--- src/rtl/pulse_measure_multi_pkg.sv ---
// ============================================================================
// pulse_measure_multi_pkg
// Shared flag layout and record helpers for the pulse meter and its consumers.
// Revision: 1.0
// ============================================================================
`default_nettype none

package pulse_measure_multi_pkg;

   localparam int PM_FLAG_OVF       = 0;
   localparam int PM_FLAG_PERIOD_OK = 1;
   localparam int PM_FLAG_LOST      = 2;
   localparam int PM_FLAG_TIMEOUT   = 3;
   localparam int PM_FLAGS_W        = 4;

   typedef struct packed {
      logic timeout;
      logic lost;
      logic period_ok;
      logic ovf;
   } pm_flags_t;

   function automatic int pm_rec_w(input int cnt_w);
      return 2 * cnt_w + PM_FLAGS_W;
   endfunction

endpackage

`default_nettype wire

--- src/rtl/pulse_measure_chan.sv ---
// ============================================================================
// pulse_measure_chan
// One channel: synchroniser, tick prescalers, width/period counters, record slot.
// Revision: 1.0
// ============================================================================
`default_nettype none

module pulse_measure_chan
   import pulse_measure_multi_pkg::*;
#(
   parameter int  PREDIV      = 2,
   parameter int  MAXV        = 1024,
   parameter int  SYNC_STAGES = 2,
   parameter bit  INV         = 1'b0,
   localparam int CNT_W       = $clog2(MAXV)
) (
   input  logic             clk,
   input  logic             rst,
   input  logic             i_pulse,
   input  logic             i_enable,
   input  logic             i_grant,
   output logic             o_pending,
   output logic             o_alive,
   output logic [CNT_W-1:0] o_width,
   output logic [CNT_W-1:0] o_period,
   output pm_flags_t        o_flags
);
   localparam int               PW         = (PREDIV > 1) ? $clog2(PREDIV) : 1;
   localparam logic [PW-1:0]    c_pre_last = PW'(PREDIV - 1);
   localparam logic [CNT_W-1:0] c_cnt_max  = CNT_W'(MAXV - 1);

   logic [SYNC_STAGES-1:0] r_sync;
   logic                   r_s_d;
   logic [PW-1:0]          r_wpre, r_ppre;
   logic [CNT_W-1:0]       r_width, r_pcnt, r_period;
   logic                   r_pok, r_ovf, r_armed, r_alive, r_pending;
   logic [CNT_W-1:0]       r_rec_width, r_rec_period;
   pm_flags_t              r_rec_flags;

   logic                   w_s, w_rise, w_fall, w_wtick, w_ptick;
   logic                   w_ovf_nx, w_timeout, w_lost;
   logic [CNT_W-1:0]       w_width_nx, w_pcnt_nx;

   // Left unreset so an input already high across reset/enable never fakes a rising edge.
   always_ff @(posedge clk) begin
      r_sync <= {r_sync[SYNC_STAGES-2:0], i_pulse ^ INV};
      r_s_d  <= r_sync[SYNC_STAGES-1];
   end

   always_comb begin
      w_s        = r_sync[SYNC_STAGES-1];
      w_rise     = w_s & ~r_s_d;
      w_fall     = ~w_s & r_s_d;
      w_wtick    = r_s_d && (r_wpre == c_pre_last);
      w_ptick    = (r_ppre == c_pre_last);
      w_width_nx = r_width;
      w_ovf_nx   = r_ovf;
      if (w_wtick) begin
         if (r_width == c_cnt_max) w_ovf_nx = 1'b1;
         else                      w_width_nx = r_width + 1'b1;
      end
      w_pcnt_nx  = (w_ptick && (r_pcnt != c_cnt_max)) ? r_pcnt + 1'b1 : r_pcnt;
      // A pulse still in progress is not a lost signal; it may time out once both samples are low.
      w_timeout  = r_alive && !w_s && !r_s_d && (r_pcnt == c_cnt_max);
      w_lost     = r_pending && !i_grant;
   end

   always_ff @(posedge clk) begin
      if (rst || !i_enable) begin
         r_wpre       <= '0;
         r_ppre       <= '0;
         r_width      <= '0;
         r_pcnt       <= '0;
         r_period     <= '0;
         r_pok        <= 1'b0;
         r_ovf        <= 1'b0;
         r_armed      <= 1'b0;
         r_alive      <= 1'b0;
         r_pending    <= 1'b0;
         r_rec_width  <= '0;
         r_rec_period <= '0;
         r_rec_flags  <= '0;
      end else begin
         r_ppre <= w_ptick ? '0 : r_ppre + 1'b1;
         if (w_rise)     r_wpre <= '0;
         else if (r_s_d) r_wpre <= w_wtick ? '0 : r_wpre + 1'b1;

         if (w_rise) begin
            r_width  <= '0;
            r_ovf    <= 1'b0;
            r_pcnt   <= '0;
            r_period <= r_armed ? w_pcnt_nx : '0;
            r_pok    <= r_armed;
            r_armed  <= 1'b1;
            r_alive  <= 1'b1;
         end else begin
            r_width <= w_width_nx;
            r_ovf   <= w_ovf_nx;
            r_pcnt  <= w_pcnt_nx;
            if (w_timeout) begin
               r_alive <= 1'b0;
               r_armed <= 1'b0;
            end
         end

         if (w_timeout) begin
            r_rec_width  <= '0;
            r_rec_period <= c_cnt_max;
            r_rec_flags  <= '{timeout: 1'b1, lost: w_lost, period_ok: 1'b0, ovf: 1'b0};
            r_pending    <= 1'b1;
         end else if (w_fall && r_armed) begin
            r_rec_width  <= w_width_nx;
            r_rec_period <= r_period;
            r_rec_flags  <= '{timeout: 1'b0, lost: w_lost, period_ok: r_pok, ovf: w_ovf_nx};
            r_pending    <= 1'b1;
         end else if (i_grant) begin
            r_pending <= 1'b0;
         end
      end
   end

   assign o_pending = r_pending;
   assign o_alive   = r_alive;
   assign o_width   = r_rec_width;
   assign o_period  = r_rec_period;
   assign o_flags   = r_rec_flags;

endmodule

`default_nettype wire

--- src/rtl/pulse_measure_multi.sv ---
// ============================================================================
// pulse_measure_multi
// Multi-channel pulse width/period meter; round-robin arbiter onto one stream.
// Revision: 1.0
// ============================================================================
`default_nettype none

module pulse_measure_multi
   import pulse_measure_multi_pkg::*;
#(
   parameter int                  CHANNELS    = 4,
   parameter int                  PREDIV      = 2,
   parameter int                  MAXV        = 1024,
   parameter int                  SYNC_STAGES = 2,
   parameter logic [CHANNELS-1:0] INVERT      = '0,
   localparam int                 CNT_W       = $clog2(MAXV),
   localparam int                 CW          = (CHANNELS > 1) ? $clog2(CHANNELS) : 1
) (
   input  logic                  clk,
   input  logic                  reset,
   input  logic [CHANNELS-1:0]   pulse_in,
   input  logic [CHANNELS-1:0]   ch_enable,
   output logic                  out_valid,
   input  logic                  out_ready,
   output logic [CW-1:0]         out_chan,
   output logic [CNT_W-1:0]      out_width,
   output logic [CNT_W-1:0]      out_period,
   output logic [PM_FLAGS_W-1:0] out_flags,
   output logic [CHANNELS-1:0]   alive
);
   logic [CHANNELS-1:0] w_pending, w_grant;
   logic [CNT_W-1:0]    w_width  [CHANNELS];
   logic [CNT_W-1:0]    w_period [CHANNELS];
   pm_flags_t           w_flags  [CHANNELS];
   logic [CW-1:0]       w_sel, w_idx;
   logic                w_found, w_load;

   logic                r_valid;
   logic [CW-1:0]       r_chan, r_last;
   logic [CNT_W-1:0]    r_width, r_period;
   pm_flags_t           r_flags;

   generate
      for (genvar g = 0; g < CHANNELS; g++) begin : g_chan
         pulse_measure_chan #(
            .PREDIV      (PREDIV),
            .MAXV        (MAXV),
            .SYNC_STAGES (SYNC_STAGES),
            .INV         (INVERT[g])
         ) u_chan (
            .clk       (clk),
            .rst       (reset),
            .i_pulse   (pulse_in[g]),
            .i_enable  (ch_enable[g]),
            .i_grant   (w_grant[g]),
            .o_pending (w_pending[g]),
            .o_alive   (alive[g]),
            .o_width   (w_width[g]),
            .o_period  (w_period[g]),
            .o_flags   (w_flags[g])
         );
      end
   endgenerate

   // Search starts one past the last granted channel so no channel can starve.
   always_comb begin
      w_load  = !r_valid || out_ready;
      w_found = 1'b0;
      w_sel   = '0;
      w_idx   = '0;
      w_grant = '0;
      for (int k = 0; k < CHANNELS; k++) begin
         w_idx = CW'((int'(r_last) + 1 + k) % CHANNELS);
         if (!w_found && w_pending[w_idx]) begin
            w_found = 1'b1;
            w_sel   = w_idx;
         end
      end
      if (w_found && w_load) w_grant[w_sel] = 1'b1;
   end

   always_ff @(posedge clk) begin
      if (reset) begin
         r_valid  <= 1'b0;
         r_chan   <= '0;
         r_width  <= '0;
         r_period <= '0;
         r_flags  <= '0;
         r_last   <= CW'(CHANNELS - 1);
      end else if (w_load) begin
         r_valid <= w_found;
         if (w_found) begin
            r_chan   <= w_sel;
            r_width  <= w_width[w_sel];
            r_period <= w_period[w_sel];
            r_flags  <= w_flags[w_sel];
            r_last   <= w_sel;
         end
      end
   end

   assign out_valid  = r_valid;
   assign out_chan   = r_chan;
   assign out_width  = r_width;
   assign out_period = r_period;
   assign out_flags  = r_flags;

endmodule

`default_nettype wire

--- config.mk ---
export PLATFORM = sky130hd
export DESIGN_NAME = pulse_measure_multi
export DESIGN_NICKNAME = d
export VERILOG_FILES = /design/src/rtl/pulse_measure_multi_pkg.sv /design/src/rtl/pulse_measure_chan.sv /design/src/rtl/pulse_measure_multi.sv
export SDC_FILE = /design/constraint.sdc
export NUM_CORES = 1
export LEC_CHECK = 0
export CAP_MARGIN = 20
export CORE_ASPECT_RATIO = 0.7
export CORE_UTILIZATION = 29
export DETAILED_ROUTE_END_ITERATION = 6
export PLACE_DENSITY = 0.55
export REMOVE_ABC_BUFFERS = 1
export SYNTH_ARGS = -nofsm -noshare
export SYNTH_HDL_FRONTEND = slang
export SYNTH_HIERARCHICAL = 1
export SYNTH_SLANG_ARGS = --single-unit
export TNS_END_PERCENT = 20
--- constraint.sdc ---
create_clock -name clk -period 1.7 [get_ports clk]
set_input_delay 0.34 -clock clk [delete_from_list [all_inputs] [get_ports clk]]
set_output_delay 0.34 -clock clk [all_outputs]
set_load 0.005 [all_outputs]
# Yosys cells after proc, flatten, opt, wreduce, memory -nomap -nowiden
# Cells that the tools add are included.
totals:
  out_inout_bits: 31
  ff_bits: 281
  word_cells: 308
  in_bits: 11
classes:
  order_cmp: 7
  addsub: 20
  bitwise_logic: 17
  n_reduce_logical: 83
  n_mux: 92
  n_eq_ne: 12
ops:
  columns: ["operator", "count"]
  rows:
  - ["2-to-1 mux 10 bit", 28]
  - ["adder 10 x 1 -> 10 bit, second input constant", 8]
  - ["== test 10 bit, second input constant", 8]
  - ["2-to-1 mux 4 bit", 11]
  - ["2-to-1 mux 1 bit", 41]
  - ["binary-select mux 10 bit (select 2 bit)", 2]
  - ["!= test 10 bit, second input constant", 4]
  - ["logical AND 1 bit", 33]
  - ["OR reduction 2 bit", 12]
  - ["logical NOT 1 bit", 20]
  - ["nonzero test 2 bit", 8]
  - ["less-than comparator 2 x 3 -> 1 bit, second input constant", 5]
  - ["nonzero test 3 bit", 4]
  - ["adder 1 bit, second input constant", 8]
  - ["AND 1 bit", 8]
  - ["binary-select mux 1 bit (select 2 bit)", 4]
  - ["binary-select mux 4 bit (select 2 bit)", 1]
  - ["2-to-1 mux 2 bit", 4]
  - ["inverter 1 bit", 8]
  - ["adder 2 bit, second input constant", 3]
  - ["logical OR 1 bit", 5]
  - ["greater-or-equal comparator 3 bit, second input constant", 1]
  - ["inverter 2 -> 3 bit", 1]
  - ["adder 2 x 1 -> 2 bit, second input constant", 1]
  - ["3 further kinds", 3]

# Logic depth before layout (Yosys ltp)
# Gate-level depths: netlist of run 1.
logic_depth:
  ltp_word: 22
  mapped_depth: 11
  depth_no_buf: 8

# Hierarchy
# Netlist of run 1, hierarchy kept.
modules_own_cells:
  columns: ["mod", "area_each_um2", "instances", "cells_per_inst", "seq_area_each_um2"]
  rows:
  - ["pulse_measure_chan", 2443.6, 4, 285, 1261.2]
  - ["pulse_measure_multi", 2260.9, 1, 238, 580.6]

# Least setup slack after synthesis of run 1
# No wires, ideal clock.
synth_path:
  path_type: "register to register"
  startpoint: "register g_chan[3].u_chan.r_pending"
  endpoint: "register g_chan[3].u_chan.r_rec_flags (netlist bit g_chan[3].u_chan/o_flags[2])"
  required_time_ns: 1.572
  synth_period_minus_slack_ns: 1.759
  arrival_ns: 1.631
  setup_time_ns: 0.128
  path_stages_with_launch: 12
  slack_ns: -0.059
  cell_sequence: "dfxtp_1 > buf_2 > nand2b_1 > a21boi_1 > o21a_1 > buf_4 > buf_6 > nor3_1 > nand2b_1 > a21oi_1 > a31oi_1 > nor2_1"
synth_between:
  elab_chain_len: 21
  elab_cells_between_ends: 33
  cone_classes: "order compare: 2; mux: 21; reduce/logical: 10"
synth_rtl:
  columns: ["item", "line", "rtl"]
  rows:
  - ["from (decl)", "pulse_measure_chan.sv:36", "logic r_pok, r_ovf, r_armed, r_alive, r_pending;"]
  - ["from (signal assigned)", "pulse_measure_chan.sv:79", "r_pending <= 1'b0;"]
  - ["from (signal assigned)", "pulse_measure_chan.sv:110", "r_pending <= 1'b1;"]
  - ["from (signal assigned)", "pulse_measure_chan.sv:115", "r_pending <= 1'b1;"]
  - ["binary-select mux 1 bit (select 2 bit)", "pulse_measure_multi.sv:74", "if (!w_found && w_pending[w_idx]) begin"]
  - ["2-to-1 mux 1 bit (not written as such)", "pulse_measure_multi.sv:74", null]
  - ["2-to-1 mux 1 bit", "pulse_measure_multi.sv:74", null]
  - ["logical NOT 1 bit", "pulse_measure_multi.sv:74", null]
  - ["logical AND 1 bit", "pulse_measure_multi.sv:74", null]
  - ["2-to-1 mux 1 bit", "pulse_measure_multi.sv:74", null]
  - ["logical NOT 1 bit", "pulse_measure_multi.sv:74", null]
  - ["logical AND 1 bit", "pulse_measure_multi.sv:74", null]
  - ["[6 not listed]", null, null]
  - ["2-to-1 mux 1 bit (not written as such)", "pulse_measure_multi.sv:79", "if (w_found && w_load) w_grant[w_sel] = 1'b1;"]
  - ["demux 1 bit (select 2 bit)", "pulse_measure_multi.sv:79", null]
  - ["2-to-1 mux 4 bit (*)", "pulse_measure_multi.sv:79", null]
  - ["via w_grant[3]", "pulse_measure_multi.sv:31", "logic [CHANNELS-1:0] w_pending, w_grant;"]
  - ["logical NOT 1 bit (*)", "pulse_measure_chan.sv:65", "w_lost = r_pending && !i_grant;"]
  - ["logical AND 1 bit (*)", "pulse_measure_chan.sv:65", null]
  - ["2-to-1 mux 4 bit", "pulse_measure_chan.sv:111", "end else if (w_fall && r_armed) begin"]
  - ["2-to-1 mux 4 bit (*)", "pulse_measure_chan.sv:106", "if (w_timeout) begin"]
  - ["to (signal assigned)", "pulse_measure_chan.sv:109", "r_rec_flags <= '{timeout: 1'b1, lost: w_lost, period_ok: 1'b0, ovf: 1'b0};"]
  - ["to (signal assigned)", "pulse_measure_chan.sv:114", "r_rec_flags <= '{timeout: 1'b0, lost: w_lost, period_ok: r_pok, ovf: w_ovf_nx};"]
  - ["to (decl)", "pulse_measure_chan.sv:38", "pm_flags_t r_rec_flags;"]
# The timed path passes the listed nets; every way through them passes the cells marked *. The select of a mux whose other input is x is not followed.
# A chain may end at the register's enable or synchronous reset.

# Final worst setup path of run 1
layout_path:
  startpoint: "register g_chan[3].u_chan.r_pending"
  endpoint: "register r_width[2], in the netlist out_width[2]"
layout_between:
  elab_chain_len: 16
  elab_cells_between_ends: 27
  cone_classes: "mux: 19; bitwise: 1; reduce/logical: 7"
layout_rtl:
  columns: ["item", "line", "rtl"]
  rows:
  - ["binary-select mux 1 bit (select 2 bit)", "pulse_measure_multi.sv:74", null]
  - ["2-to-1 mux 1 bit (not written as such)", "pulse_measure_multi.sv:74", null]
  - ["2-to-1 mux 1 bit", "pulse_measure_multi.sv:74", null]
  - ["logical NOT 1 bit", "pulse_measure_multi.sv:74", null]
  - ["logical AND 1 bit", "pulse_measure_multi.sv:74", null]
  - ["2-to-1 mux 1 bit", "pulse_measure_multi.sv:74", null]
  - ["logical NOT 1 bit", "pulse_measure_multi.sv:74", null]
  - ["logical AND 1 bit", "pulse_measure_multi.sv:74", null]
  - ["2-to-1 mux 1 bit", "pulse_measure_multi.sv:74", null]
  - ["logical NOT 1 bit", "pulse_measure_multi.sv:74", null]
  - ["logical AND 1 bit", "pulse_measure_multi.sv:74", null]
  - ["2-to-1 mux 2 bit", "pulse_measure_multi.sv:74", null]
  - ["inverter 2 -> 3 bit (not written as such)", "pulse_measure_multi.sv:94", "r_width <= w_width[w_sel];"]
  - ["binary-select mux 10 bit (select 2 bit)", "pulse_measure_multi.sv:94", null]
  - ["2-to-1 mux 10 bit (not written as such) (2 in series)", "pulse_measure_multi.sv:94", null]
  - ["to (signal assigned)", "pulse_measure_multi.sv:94", null]
  - ["to (decl)", "pulse_measure_multi.sv:40", "logic [CNT_W-1:0] r_width, r_period;"]
# Several ways; a longest one is shown, not always the timed one. The select of a mux whose other input is x is not followed.

==> flow_summary.ini, run 1 <==
[synthesis]
dominantRegCellSynth = sky130_fd_sc_hd__dfxtp_1
synth_enable_flop_cells = 0
seq_area_frac_synth_pct = 46.7
synthesis.instances = 1378
synth.cells.most_frequent = 281 x sky130_fd_sc_hd__dfxtp_1, 260 x sky130_fd_sc_hd__nand2_1, 125 x sky130_fd_sc_hd__nor2_1
synthesis.area_um2 = 12000
postSynthAreaPerCell_um2 = 8.73
synthDistinctLibCells = 57
yosysTopAreaCellShare_pct = 46.7
synth.area.top_cells = sky130_fd_sc_hd__dfxtp_1 47%, sky130_fd_sc_hd__nand2_1 8.1%, sky130_fd_sc_hd__mux2i_1 5.4%
synth_warn = 6
asyncSetResetFlopFracSynth_pct = 0
most_common_cell_in_the_synthesized_netlist = sky130_fd_sc_hd__dfxtp_1
synth_seq_cells = 281
synth_area_leader = sky130_fd_sc_hd__dfxtp_1

[setup_path]
worst_path_max_delay_cell = sky130_fd_sc_hd__dfxtp_4
worstSetupPathDepth = 8
critical_path_peak_fanout = 24
timing.critical_path.max_delay_family = buffers and inverters
timing.critical_path.cells = buf_4, buf_6, o221ai_4, buf_12, clkbuf_16, nor4b_1, mux2i_1, o211ai_2
timing.setup.critical_path_class = flop to flop
worst-r2r-cell-count = 8
worstSetupStartpointType = flop
worst-endpoint-required_ps = 2200
crit_path_buf_inv_count = 4
timing.critical_path.arrival_ps = 2230
critical_path.max_stage_delay_ps = 380
crit_path_end_kind = flop

[min_path]
worstHoldPathCells = 3
hp-class = primary input to flop

[routing]
firstDrtPassIters = 5
detail_route.drc_violations = 0
wirelength_um = 35000
antenna_violating_nets_left = 0
drt-wirelength-per-cell_um = 16.6
detailroute.via_count = 10600
post_drt_via_cell_ratio = 5.06
detailedRoute.firstIterationViolations = 914

[clocking]
cts_clock_pin_slew_for_the_worst_setup_and_hold_paths_ps = 60
number_of_buffers_inserted_during_clock_tree_synthesis = 29
level_count_of_the_clock_h_tree = 1
clock_tree.root_cell = sky130_fd_sc_hd__clkbuf_16
cts_tree = done
max-clock-path-buffers = 3
worstSkewPairLatency_ps = 570
clock-sinks = 281

[timing]
final-setup-viol-count = 10
slew_headroom_pct = 74.5
fmax_mhz = 577
final_max_tran_viols = 0
final-hold-violation-count = 0
finalWorstSetupSlack_ps = -32.0
setup_repair_after_global_routing_missed_its_margin = true
timing.final.crit_share_pct = 102
least_margin_pin_slew_ps = 377
clock_skew_ps = 16.6
timing.final.crit_period_ps = 1730

[cells_and_area]
stdcell_area_um2 = 15800
antennaDiodeCount = 0
drive_above_1_share_pct = 24.3
design.final.nets = 1556
final.fill_count = 4164
fin_cells = 2103
synthToLayoutAreaGrowth_pct = 31.1
area_of_the_multi_input_gates_um2 = 6520
area.sequential_um2 = 5680

[place]
placedInstanceArea_um2 = 14100
place_ws_ps = -369
place_hpwl_um = 25200
routabilityCongestion = 0.900
place_inst = 2040
port-buffer-count = 41

[floorplan]
placeableCoreArea_um2 = 41000
initial_standard_cell_utilization_of_the_core_pct = 29.4
design.die.area_um2 = 42300
placementRows = 62
die_width_um = 245
floorplan.die.height_um = 172
number_of_placed_i_o_pins = 42

[power]
p_leak_nw = 5.82
power_density_nw_per_um2 = 892
power.total_mw = 14.1
power.ir.vdd_worst_mv = 0.753

[outcome]
failing_checks = negative setup slack
outcome = finished with violations

[global_routing]
first_global_vias = 9724
antenna_found_initial = 0
grt_remaining_overflow = 0
pin_count_of_the_biggest_net_entering_global_routing = 50
grt_pass1_wl_um = 54300
track_usage_pct = 16.1

[run]
max_cap_viol_count = 0
-- report_power, final --
| group | switching [mW] | leakage (nW) | internal [mW] |
|---|---|---|---|
| logic | 0.306 | 3.02 | 0.208 |
| registers | 0.0295 | 2.28 | 6.61 |
| clock network | 2.77 | 0.511 | 4.14 |
| total | 3.10 | 5.82 | 11.0 |
-- final cells by class --
| cell class | count | area share (%) |
|---|---|---|
| repair buffers | 208 | 11.7 |
| multi-input cells | 1013 | 41.3 |
| clock inverters | 14 | 1.41 |
| clock buffers | 39 | 5.15 |
| well taps | 544 | 4.31 |
| flip-flops and latches | 281 | 36.0 |
| inverters | 4 | 0.0952 |
-- repair_timing --
action	CTS	global route
hold buffers	0	0
cloned	0	4
hold endpoints to repair	0	0
pin swaps	1	11
setup buffers	0	6
setup endpoints to repair	67	91
gates resized for setup	70	99
-- final timing paths --
| path | slack [ps] | endpoint | start |
|---|---|---|---|
| setup / recovery | -30 | out_width[2] | g_chan[3].u_chan/o_pending |
| hold / removal | 210 | out_chan[1] | reset |
| setup reg to reg | -30 | out_width[2] | g_chan[3].u_chan/o_pending |
| hold reg to reg | 330 | g_chan[0].u_chan/r_sync[1] | g_chan[0].u_chan/r_sync[0] |
-- worst reg2reg max path: cells and delay by family (launching register included) --
family          cells  cell delay [ps]
mux                 1              150
compound gates      2              190
buf+inv             4              610
simple gates        1              330
flops               1              380
-- sequential cells by signal, summed over array words and instances (netlist names), 4 cells and up --
register                 cells
out_width                   10
g_chan.u_chan/r_ppre         4
out_period                  10
g_chan.u_chan/r_width       40
out_flags                    4
g_chan.u_chan/r_sync         8
g_chan.u_chan/r_period      40
g_chan.u_chan/r_pok          4
g_chan.u_chan/r_ovf          4
g_chan.u_chan/o_alive        4
g_chan.u_chan/r_s_d          4
g_chan.u_chan/r_wpre         4
g_chan.u_chan/o_width       40
g_chan.u_chan/r_pcnt        40
g_chan.u_chan/o_period      40
g_chan.u_chan/o_pending      4
g_chan.u_chan/o_flags       16
-- layout by cell type, fill, tap and decap left out, drive strengths merged, types with 5 or more instances in the layout --
cell and count:
nand2 260, bufinv 5, nand2b 20, buf 164
nand4 24, nor4b 52, o21ai 70, nand3 64
nor3 27, xor2 16, mux2i 65, and4 12
ha 8, a211oi 16, xnor2 12, and3 12
and2 5, a31oi 57, inv 8, clkinv 5
dlygate4sd2 30, nor2 126, a21oi 49, clkdlybuf4s50 9
nor4 12, nand3b 8, nor2b 8, nor3b 8
or3 8, o211ai 32, clkbuf 43, dfxtp 281
-- cell families after synthesis --
kind of cell | after synthesis | synth area share (%)
buffers and inverters | 84 | 3.23
AO/OA/AOI/OAI | 253 | 13.9
adder cells (fa/ha/maj) | 8 | 0.832
XOR/XNOR | 28 | 2.04
multiplexers | 69 | 5.78
flip-flops | 281 | 46.7
AND/OR/NAND/NOR | 655 | 27.5
-- routing by layer --
layer | part of all wire [%] | global-route usage, % | wire, um | up-vias
met2 | 40 | 22.4 | 13900 | 264
li1 | - | - | - | 5267
met4 | 1.9 | 3.35 | 650 | 0
met5 | 0 | 0 | 0 | -
met3 | 5.9 | 3.40 | 2060 | 42
met1 | 52 | 24.9 | 18300 | 5072
-- stage by stage --
stage / setup TNS [ps] / util (%) / hold slack [ps]
after floorplan: -39990 / - / 310
after CTS: -145 / 37.0 / 187
after global routing: -2140 / 38.5 / 204
final: -68.8 / 38.5 / 210
after global placement: -9620 / 34.3 / 313
after detailed placement: -13320 / 34.3 / 313
Note: power is estimated with default switching activity, not from simulation.
==> run 2, diff against run 1 <==
Settings changed: CAP_MARGIN 20 to unset.
==> results of run 2 <==
Final layout, timing and power as in run 1 (identical DEF).
==> run 3, diff against run 2 <==
Settings changed: TNS_END_PERCENT 20 to unset.
==> flow_summary.ini, run 3 (synthesis gave the netlist of run 1 again) <==
[cells_and_area]
design.final.nets = 1561
synthToLayoutAreaGrowth_pct = 32.8
stdcell_area_um2 = 16000
most_frequent_standard_cell_in_the_layout_excluding_fill_and_tap_cells = sky130_fd_sc_hd__nand2_1
finalCoreUtilization_pct = 39.0
layout.cells.most_common_list = 251 x sky130_fd_sc_hd__nand2_1, 243 x sky130_fd_sc_hd__dfxtp_1, 144 x sky130_fd_sc_hd__buf_4
drive_above_1_share_pct = 25.6
antennaDiodeCount = 0

[clocking]
clock_tree.root_cell = sky130_fd_sc_hd__clkbuf_16
max-clock-path-buffers = 3
clock-sinks = 281
worstSkewPairLatency_ps = 570
cts_clock_pin_slew_for_the_worst_setup_and_hold_paths_ps = 60
level_count_of_the_clock_h_tree = 1
number_of_buffers_inserted_during_clock_tree_synthesis = 29
cts_tree = done

[floorplan]
die_width_um = 245
design.die.area_um2 = 42300
number_of_placed_i_o_pins = 42
placementRows = 62
placeableCoreArea_um2 = 41000
floorplan.die.height_um = 172
initial_standard_cell_utilization_of_the_core_pct = 29.4

[min_path]
worst_hold_startpoint = reset
hp-class = primary input to flop
worstHoldPathCells = 3

[timing]
finalWorstSetupSlack_ps = -11.9
fmax_mhz = 584
slew_headroom_pct = 72.5
clock_skew_ps = 18.1
timing.final.crit_period_ps = 1710
least_margin_pin_slew_ps = 409
final-hold-violation-count = 0
timing.final.crit_share_pct = 101
final_max_tran_viols = 0
final.hold.worst_slack_ps = 204
setup_total_negative_slack_ps = -13.4
final-setup-viol-count = 2
setup_repair_after_global_routing_missed_its_margin = true

[setup_path]
timing.critical_path.arrival_ps = 2160
timing.critical_path.cells = ha_4, nand2_2, or4b_4, nand3_4, buf_6, xor2_4, a211oi_2
worst-r2r-cell-count = 7
critical_path_peak_fanout = 2
worst-endpoint-required_ps = 2150
worstSetupStartpointType = flop
worst_path_max_delay_cell = sky130_fd_sc_hd__or4b_4
critical_path.startpoint = g_chan[1].u_chan/r_width[1]
crit_path_end_kind = flop
timing.setup.critical_path_class = flop to flop
critical_path.max_stage_delay_ps = 570
r2r_start = g_chan[1].u_chan/r_width[1]

[power]
p_leak_nw = 5.85
power.ir.vdd_worst_mv = 0.771
power_density_nw_per_um2 = 883

[place]
place_hpwl_um = 25200
place_ws_ps = -369
routabilityCongestion = 0.900
placedInstanceArea_um2 = 14100
port-buffer-count = 41

[global_routing]
globalRoute.busiestLayer = met1
first_global_vias = 9726
antenna_found_initial = 0
grt_pass1_wl_um = 54600
met2_track_utilization_from_global_routing_pct = 22.5
use_met1_pct = 25.1
gr-usage-met3_pct = 3.40
track_usage_pct = 16.2
grt_remaining_overflow = 0
pin_count_of_the_biggest_net_entering_global_routing = 50

[routing]
drt-wirelength-per-cell_um = 16.9
post_drt_via_cell_ratio = 5.09
wirelength_um = 35600
detail_route.drc_violations = 0
detailroute.via_count = 10700
firstDrtPassIters = 5
antenna_violating_nets_left = 0
detailedRoute.firstIterationViolations = 978

[outcome]
outcome = finished with violations
failing_checks = negative setup slack

[run]
max_cap_viol_count = 0
run 3: cell types whose count changed in the layout (fill, tap and decap cells not counted), moves of 3 or more:
cell / change
sky130_fd_sc_hd__nor4b_1: +3
sky130_fd_sc_hd__nor4b_2: -3
sky130_fd_sc_hd__buf_4: -5
sky130_fd_sc_hd__ha_2: -3
sky130_fd_sc_hd__buf_6: +8
sky130_fd_sc_hd__mux2i_2: +4
sky130_fd_sc_hd__ha_4: +4
sky130_fd_sc_hd__dfxtp_1: -10
sky130_fd_sc_hd__dfxtp_2: +10
run 3: per-stage QoR:
step | instances | total power, mW
2_1_floorplan | 1298 | 7.00
3_3_place_gp | 2040 | 7.27
3_5_place_dp | 2040 | 7.27
4_1_cts | 2094 | 14.2
5_1_grt | 2108 | 14.6
6_report | 2108 | 14.1
run 3: area by class of cell:
class                      instances  area (um2)
clock buffer                      39         813
timing repair buffer             213        1940
inverter                           4        15.0
fill                            4128       25000
clock inverter                    14         223
sequential                       281        5690
tap                              544         681
multi-input combinational       1013        6620
run 3: path summary, 6_finish.rpt:
kind,endpoint,slack (ps)
max reg2reg,g_chan[1].u_chan/o_width[0],-10
min reg2reg,g_chan[0].u_chan/r_sync[1],330
max,g_chan[1].u_chan/o_width[0],-10
min,out_chan[1],200
run 3: where the power goes:
| group | internal, mW | switching [mW] | total [mW] |
|---|---|---|---|
| logic | 0.218 | 0.315 | 0.533 |
| clock network | 4.14 | 2.79 | 6.93 |
| registers | 6.61 | 0.0308 | 6.64 |
| total | 11.0 | 3.14 | 14.1 |
run 3: layer usage:
| metal | up-vias | share of wire (%) |
|---|---|---|
| li1 | 5277 | - |
| met1 | 5143 | 51 |
| met2 | 267 | 41 |
| met3 | 37 | 6.7 |
| met4 | 0 | 1.6 |
| met5 | - | 0 |
run 3: worst max-delay path: cells and delay by family (launching register included):
family | cells | cell delay, ps
AND/OR/NAND/NOR | 3 | 720
flip-flops | 1 | 350
XOR/XNOR | 1 | 180
adder cells (fa/ha/maj) | 1 | 140
buffers and inverters | 1 | 120
AO/OA/AOI/OAI | 1 | 80
run 3: timing repair:
item                       4_1_cts  5_1_grt
hold buffers                     0        0
buffers inserted                 0        9
gates cloned                     1        5
gates resized for setup         79      122
pin swaps                        3       24
setup endpoints to repair       67       89
